<file path="src/rtl/u_stream_pkg.sv">
// rtl/u_stream_pkg.sv - shared types and helpers for the multi-beat unary admission checker
package u_stream_pkg;

    typedef struct packed {
        logic all_ones;
        logic all_zeros_n;
        logic seen_edge;
        logic x_prev;
        logic is_unary;
        logic is_unary_n;
    } carry_t;

    typedef enum logic {
        ACC  = 1'b0,
        RESP = 1'b1
    } state_e;

    function automatic int count_w(input int w);
        return $clog2(w + 1);
    endfunction

endpackage

</file>
<file path="src/rtl/u_stream_cell.sv">
// rtl/u_stream_cell.sv - one-bit unary detection cell; folds bit x into the running carry state
module c_cell
    import u_stream_pkg::*;
#(
    parameter bit P_ADMIT_COMPLIMENT_EN = 1'b1
) (
    input  logic   x,
    input  logic   is_first,
    input  carry_t cin,
    output carry_t cout
);

    logic flip;

    always_comb begin
        cout = cin;
        flip = 1'b0;
        if (is_first) begin
            // The first bit picks which of the two codes is still possible.
            cout.all_ones    = x;
            cout.all_zeros_n = ~x;
            cout.seen_edge   = 1'b0;
            cout.x_prev      = x;
            cout.is_unary    = x;
            cout.is_unary_n  = ~x & P_ADMIT_COMPLIMENT_EN;
        end else begin
            flip             = x ^ cin.x_prev;
            cout.all_ones    = cin.all_ones & x;
            cout.all_zeros_n = cin.all_zeros_n & ~x;
            cout.seen_edge   = cin.seen_edge | flip;
            cout.x_prev      = x;
            cout.is_unary    = cin.is_unary & ~(flip & cin.seen_edge);
            cout.is_unary_n  = cin.is_unary_n & ~(flip & cin.seen_edge);
        end
    end

endmodule

</file>
<file path="src/rtl/u_stream_chunk.sv">
// rtl/u_stream_chunk.sv - C-bit combinational cell chain plus beat popcount (pop only with U_STREAM_CHECK_COUNT_EN)
module u_stream_chunk
    import u_stream_pkg::*;
#(
    parameter int C                     = 16,
    parameter bit P_ADMIT_COMPLIMENT_EN = 1'b1
) (
    input  logic [C-1:0]            dat,
    input  logic                    is_first,
    input  carry_t                  cin,
    output carry_t                  cout
`ifdef U_STREAM_CHECK_COUNT_EN
    ,
    output logic [$clog2(C+1)-1:0]  pop
`endif
);

    carry_t chain [C+1];

    assign chain[0] = cin;

    for (genvar j = 0; j < C; j++) begin : g_cell
        c_cell #(
            .P_ADMIT_COMPLIMENT_EN(P_ADMIT_COMPLIMENT_EN)
        ) u_cell (
            .x        (dat[j]),
            .is_first ((j == 0) ? is_first : 1'b0),
            .cin      (chain[j]),
            .cout     (chain[j+1])
        );
    end

    assign cout = chain[C];

`ifdef U_STREAM_CHECK_COUNT_EN
    localparam int PW = $clog2(C + 1);

    always_comb begin
        pop = '0;
        for (int j = 0; j < C; j++) begin
            pop = pop + PW'(dat[j]);
        end
    end
`endif

endmodule

</file>
<file path="src/rtl/u_stream_check.sv">
// rtl/u_stream_check.sv - streamed W-bit unary/complemented-unary checker; run-length counting under U_STREAM_CHECK_COUNT_EN
module u_stream_check
    import u_stream_pkg::*;
#(
    parameter int W                     = 64,
    parameter int C                     = 16,
    parameter bit P_ADMIT_COMPLIMENT_EN = 1'b1
) (
    input  logic                                i_clk,
    input  logic                                i_rst,
    input  logic                                i_vld,
    output logic                                o_rdy,
    input  logic [C-1:0]                        i_dat,
    output logic                                o_vld,
    input  logic                                i_rdy,
    output logic                                o_is_unary,
    output logic                                o_is_unary_n,
    output logic [u_stream_pkg::count_w(W)-1:0] o_count
);

    localparam int NB = W / C;
    localparam int BW = (NB > 1) ? $clog2(NB) : 1;
    localparam int CW = count_w(W);

    if ((W % C) != 0) begin : g_bad_width
        $error("u_stream_check: W must be a multiple of C");
    end

    state_e          state;
    logic [BW-1:0]   beat;
    carry_t          carry;
    carry_t          carry_nxt;
    logic            accept;
    logic            is_first;
    logic            last;
    logic [CW-1:0]   verdict_count;

    // In RESP the upstream sees ready only when the verdict drains this cycle.
    assign o_rdy    = (state == ACC) | i_rdy;
    assign accept   = i_vld & o_rdy;
    assign is_first = (beat == '0);
    assign last     = (beat == BW'(NB - 1));

`ifdef U_STREAM_CHECK_COUNT_EN
    localparam int PW = $clog2(C + 1);

    logic [PW-1:0] pop;
    logic [CW-1:0] ones;
    logic [CW-1:0] zeros;
    logic [CW-1:0] ones_nxt;
    logic [CW-1:0] zeros_nxt;
`endif

    u_stream_chunk #(
        .C                    (C),
        .P_ADMIT_COMPLIMENT_EN(P_ADMIT_COMPLIMENT_EN)
    ) u_chunk (
        .dat      (i_dat),
        .is_first (is_first),
        .cin      (carry),
        .cout     (carry_nxt)
`ifdef U_STREAM_CHECK_COUNT_EN
        ,
        .pop      (pop)
`endif
    );

`ifdef U_STREAM_CHECK_COUNT_EN
    always_comb begin
        ones_nxt  = (is_first ? '0 : ones) + CW'(pop);
        zeros_nxt = (is_first ? '0 : zeros) + (CW'(C) - CW'(pop));
        verdict_count = carry_nxt.is_unary   ? ones_nxt  :
                        carry_nxt.is_unary_n ? zeros_nxt : '0;
    end

    always_ff @(posedge i_clk) begin
        if (i_rst) begin
            ones  <= '0;
            zeros <= '0;
        end else if (accept) begin
            ones  <= ones_nxt;
            zeros <= zeros_nxt;
        end
    end
`else
    assign verdict_count = '0;
`endif

    always_ff @(posedge i_clk) begin
        if (i_rst) begin
            state        <= ACC;
            beat         <= '0;
            carry        <= '0;
            o_vld        <= 1'b0;
            o_is_unary   <= 1'b0;
            o_is_unary_n <= 1'b0;
            o_count      <= '0;
        end else begin
            if (state == RESP && i_rdy) begin
                state <= ACC;
                o_vld <= 1'b0;
            end
            // A beat accepted while draining overrides the drain when it completes a vector.
            if (accept) begin
                carry <= carry_nxt;
                if (last) begin
                    beat         <= '0;
                    state        <= RESP;
                    o_vld        <= 1'b1;
                    o_is_unary   <= carry_nxt.is_unary;
                    o_is_unary_n <= carry_nxt.is_unary_n;
                    o_count      <= verdict_count;
                end else begin
                    beat <= beat + BW'(1);
                end
            end
        end
    end

endmodule

</file>
<file path="config.mk">
export PLATFORM = sky130hd
export DESIGN_NAME = u_stream_check
export DESIGN_NICKNAME = d
export VERILOG_FILES = /design/src/rtl/u_stream_pkg.sv /design/src/rtl/u_stream_cell.sv /design/src/rtl/u_stream_chunk.sv /design/src/rtl/u_stream_check.sv
export SDC_FILE = /design/constraint.sdc
export NUM_CORES = 1
export LEC_CHECK = 0
export CORE_MARGIN = 1
export CORE_UTILIZATION = 57
export CTS_CLUSTER_DIAMETER = 200
export DETAILED_ROUTE_END_ITERATION = 12
export PLACE_DENSITY = 0.79
export REMOVE_ABC_BUFFERS = 1
export SYNTH_ARGS = -nofsm -noshare
export SYNTH_HDL_FRONTEND = slang
export SYNTH_HIERARCHICAL = 1
export SYNTH_SLANG_ARGS = --single-unit
</file>
<file path="constraint.sdc">
create_clock -name i_clk -period 14.73 [get_ports i_clk]
set_input_delay 4.419 -clock i_clk [delete_from_list [all_inputs] [get_ports i_clk]]
set_output_delay 4.419 -clock i_clk [all_outputs]
set_load 0.03 [all_outputs]
</file>
==> run_results.csv, run 1 <==
group,metric,value,unit
drt,postRouteAntennaNets,0,
sta,fin_crit,10.24,ns
sta,min_period_over_period,0.6950,
yosys,yosys_warnings,6,
worst_hold_path,worstHoldPathType,"reg -> reg",
yosys,syn_inst,265,
drt,drc,0,
run_status,outcome,"complete, no violations",
setup_path,crit_type,"in -> reg",
yosys,synth.avg_cell_area,6.898,µm²
drt,post_drt_wl_per_cell,9.942,µm
floorplan,die_h,58.63,µm
drt,first_pass_iters,4,
setup_path,cp_data_required_time,14.90,ns
clock_network,cts_max_path_buffers,2,
clock_network,cts_sinks,10,
cells_and_area,synthToLayoutAreaGrowth,5.955,%
cells_and_area,n_antenna_cell,0,
clock_network,postCtsSetupRepairBufs,0,
setup_path,rrSetupSlack,8.76,ns
sta,timing.fmax,97.68,MHz
setup_path,rr_worst_depth,36,
sta,setup_slack,4.492,ns
floorplan,die_w,58.63,µm
grt,grt_overflow_total,0,
cells_and_area,fillers,286,
setup_path,r2r_start,"beat[0]",
drt,first_iter_violations,121,
worst_hold_path,whs_path_depth,2,
placed_design,portBuffers,23,
clock_network,clock_latency,0.27,ns
clock_network,clkTransAtPathRegs,0.07,ns
power_and_ir_drop,p_per_area,56.54,nW/µm²
sta,setup_viol,0,
sta,grt_setup_unrepaired,"no",
placed_design,dp_slack,4.229,ns
drt,wirelength,3.102,mm
power_and_ir_drop,power_leakage,0.8298,nW
sta,skew,0.003322,ns
drt,viasPerCell,5.205,
sta,hold_violations,0,
floorplan,fp.dieArea,3437,µm²
floorplan,start_util,0.5988,
clock_network,root_buffer,"clkbuf_4",
clock_network,hold_buffers,0,
setup_path,crit_slowest_cell,"clkdlybuf4s50_1",
grt,grt_pass1_vias,1248,
floorplan,num_rows,20,
floorplan,core-area,3053,µm²
flow_run,drv_cap,0,
clock_network,cts_resized,0,
setup_path,startpoint_type,"input pin",
cells_and_area,nets,291,
setup_path,worstSetupEndpointType,"flip-flop",
grt,antenna_found_initial,0,
worst_hold_path,holdCritStartpoint,"carry[1]",
clock_network,numCtsBuffers,3,
yosys,synth_area,1828,µm²
floorplan,io_pins,31,
cells_and_area,final_cell_mix,"nor2_1 (49), clkdlybuf4s50_1 (23), conb_1 (22)",
sta,finalSetupTns,0,ns
placed_design,place.gp.congestion,0.7265,
clock_network,cts_tree,"done",
grt,grt_start_max_net_pins,17,
drt,via_count,1624,
cells_and_area,final_layout_size_suffix_gt1_frac,0.03358,
setup_path,cp.arrival,10.40,ns
grt,grt_util_all_layers,0.1867,
setup_path,slowest_delay,0.66,ns
grt,grt_pass1_wl,5.092,mm
clock_network,h-tree-depth,1,
power_and_ir_drop,ir_worst_vdd,0.04303,mV
cells_and_area,mostFrequentLayoutCell,"nor2_1",
setup_path,worst_r2r_endpoint,"o_is_unary",
sta,slew_viol_final,0,
placed_design,dp_hpwl,2.299,mm
worst_hold_path,min_to,"carry[1]",
setup_path,cp_max_fo,9,
per-stage QoR:
stage	hold WS, ns	power, mW	instance area, µm²	instances	utilization
3_3_place_gp	0.4669	0.08296	1901	308	0.6225
6_report	0.4853	0.1095	1937	312	0.6344
5_1_grt	0.5185	0.1183	1937	312	0.6344
2_1_floorplan	0.4443	0.06843	1615	241	-
3_5_place_dp	0.4722	0.08364	1901	308	0.6225
4_1_cts	0.4840	0.1093	1937	312	0.6344
power breakdown:
group	internal (mW)	switching, mW	leakage, nW	total, mW
combinational	0.0259	0.0286	0.727	0.0546
sequential	0.0285	0.00112	0.0817	0.0296
clock	0.0150	0.0103	0.0210	0.0254
total	0.0695	0.0401	0.830	0.110
how the worst max path moves through the flow:
stage	start	to	slack, ns	cells past startpoint
finish	i_dat[0]	o_is_unary	4.49	37
global route	i_dat[0]	o_is_unary	4.03	37
CTS	i_dat[0]	o_is_unary	4.50	37
detailed placement	i_dat[0]	o_is_unary	4.23	37
global placement	i_dat[0]	o_is_unary	4.28	37
floorplan	i_dat[0]	carry[1]	5.47	36
registers in the layout, summed over array words and instances (netlist names):
name	flops
o_is_unary_n	1
beat	2
o_vld	1
carry	4
o_is_unary	1
state	1
area by class of cell:
cell class              instances  area, µm²  share of cell area
flip-flops and latches         10      200.2              0.1034
well taps                      44      55.05             0.02842
clock buffers                   4      36.28             0.01873
repair buffers                 23      230.2              0.1189
multi-input cells             229       1408              0.7267
inverters                       2      7.507            0.003876
per-layer routing:
| metal | GRT usage | routed length, µm | up-vias |
|---|---|---|---|
| li1 | - | - | 891 |
| met1 | 0.2567 | 1585 | 700 |
| met2 | 0.2956 | 1384 | 29 |
| met3 | 0.03956 | 109 | 4 |
| met4 | 0.05102 | 23 | 0 |
| met5 | 0 | 0 | - |
critical path, delay by kind of cell:
kind | cells | cell delay (ns)
multiplexers | 1 | 0.07
AND/OR/NAND/NOR | 4 | 0.53
buffers and inverters | 1 | 0.66
XOR/XNOR | 1 | 0.18
AO/OA/AOI/OAI | 30 | 4.53
No activity file was read; power rests on OpenSTA's default activity.
==> run 2, diff against run 1 <==
Settings changed: CORE_UTILIZATION 57 to 56, PLACE_DENSITY 0.79 to 0.78.
Clock period 14.73 ns to 9.6 ns, I/O delays scaled along.
==> run 2 against run 1 <==
Sequential power increased by 54%. Hold slack improved by 0.0033 ns. Flip-flop and latch count stayed put. Utilization decreased by 0.52 points. Total power increased by 51%. Via count is 0.74% higher. Routed wire length decreased by 3.3%. Critical path depth unchanged. Clock skew decreased by 0.0018 ns. Largest cell class unchanged.
==> run_results.csv, run 2 (synthesized netlist as in run 1, its figures left out) <==
group,metric,value,unit
drt,post_drt_wl_per_cell,9.619,µm
power_and_ir_drop,p_per_area,85.34,nW/µm²
sta,fin_crit,8.695,ns
sta,finalSetupTns,0,ns
grt,grt_start_max_net_pins,17,
clock_network,postCtsSetupRepairBufs,0,
floorplan,io_pins,31,
placed_design,place.gp.congestion,0.7726,
setup_path,startpoint_type,"input pin",
setup_path,cp_max_fo,9,
drt,first_pass_iters,4,
power_and_ir_drop,ir_worst_vdd,0.07074,mV
cells_and_area,final_layout_size_suffix_gt1_frac,0.03358,
cells_and_area,largest_reg_flops,4,
sta,setup_viol,0,
clock_network,h-tree-depth,1,
worst_hold_path,worstHoldPathType,"reg -> reg",
floorplan,num_rows,20,
sta,slew_viol_final,0,
run_status,outcome,"complete, no violations",
clock_network,cts_resized,0,
drt,via_count,1636,
clock_network,hold_buffers,0,
floorplan,die_h,59.14,µm
floorplan,start_util,0.5939,
cells_and_area,final_cell_mix,"nor2_1 (49), clkdlybuf4s50_1 (23), conb_1 (22)",
placed_design,dp_hpwl,2.311,mm
setup_path,worstSetupEndpointType,"flip-flop",
cells_and_area,mostFrequentLayoutCell,"nor2_1",
grt,grt_util_all_layers,0.1887,
setup_path,cp.arrival,8.84,ns
cells_and_area,fillers,302,
floorplan,fp.dieArea,3497,µm²
power_and_ir_drop,power_leakage,0.8298,nW
drt,postRouteAntennaNets,0,
cells_and_area,nets,291,
grt,grt_pass1_wl,5.368,mm
placed_design,dp_slack,0.5909,ns
setup_path,crit_slowest_cell,"clkdlybuf4s50_1",
grt,antenna_found_initial,0,
setup_path,cp_data_required_time,9.75,ns
sta,skew,0.001521,ns
placed_design,dp_cells,308,
cells_and_area,fin_util,0.6293,
sta,grt_setup_unrepaired,"no",
flow_run,drv_cap,0,
drt,wirelength,3.001,mm
drt,first_iter_violations,81,
grt,grt_pass1_vias,1352,
setup_path,crit_type,"in -> reg",
cells_and_area,top_regs,"carry (4), beat (2)",
clock_network,cts_max_path_buffers,2,
setup_path,rrSetupSlack,3.71,ns
floorplan,core-area,3078,µm²
setup_path,slowest_delay,0.67,ns
clock_network,root_buffer,"clkbuf_4",
sta,setup_slack,0.9049,ns
cells_and_area,top_register,"carry",
floorplan,die_w,59.14,µm
clock_network,clkTransAtPathRegs,0.06,ns
grt,grt_overflow_total,0,
sta,hold_violations,0,
cells_and_area,synthToLayoutAreaGrowth,5.955,%
sta,min_period_over_period,0.9057,
cells_and_area,n_antenna_cell,0,
sta,timing.fmax,115.0,MHz
placed_design,portBuffers,23,
cells_and_area,finalNonFillerCells,312,
drt,drc,0,
clock_network,cts_tree,"done",
clock_network,numCtsBuffers,3,
drt,viasPerCell,5.244,
clock_network,cts_sinks,10,
clock_network,clock_latency,0.26,ns
[run 2: worst paths after layout]
kind                                from       end  cells after the start
worst max-delay path            i_dat[0]  carry[1]                     37
worst min-delay path            carry[0]  carry[0]                      2
worst max register to register   beat[0]  carry[1]                     36
worst min register to register  carry[0]  carry[0]                      2
[run 2: area by class of cell]
class | instances | area [µm²] | share of cell area
multi-input combinational | 229 | 1408 | 0.7267
timing repair buffer | 23 | 230.2 | 0.1189
sequential | 10 | 200.2 | 0.1034
tap | 44 | 55.05 | 0.02842
clock buffer | 4 | 36.28 | 0.01873
inverter | 2 | 7.507 | 0.003876
[run 2: routing by layer]
metal  GRT usage  vias to the layer above  part of all wire
met3     0.01965                        2             0.024
met4     0.03061                        0            0.0043
li1            -                      890                 -
met5           0                        -                 0
met1      0.2553                      720              0.53
met2      0.3279                       24              0.44
[run 2: stage by stage]
stage	instance area [µm²]	power [mW]	hold slack, ns
after detailed placement	1901	0.1286	0.4773
final	1937	0.1653	0.4886
after CTS	1937	0.1662	0.4903
after global placement	1901	0.1274	0.4689
after global routing	1937	0.1803	0.5197
after floorplan	1615	0.1050	0.4443
[run 2: worst max-delay path, delay by kind of cell]
kind / cells / cell delay (ns)
buffers and inverters: 1 / 0.67
and+or+nand+nor: 4 / 0.53
AOI/OAI and AO/OA: 30 / 4.48
muxes: 1 / 0.08
xor gates and xnor gates: 1 / 0.18
[run 2: where the power goes]
| group | switching (mW) | leakage, nW | internal (mW) |
|---|---|---|---|
| clock network | 0.0138 | 0.0210 | 0.0230 |
| logic | 0.0433 | 0.727 | 0.0397 |
| registers | 0.00177 | 0.0817 | 0.0437 |
| total | 0.0589 | 0.830 | 0.106 |
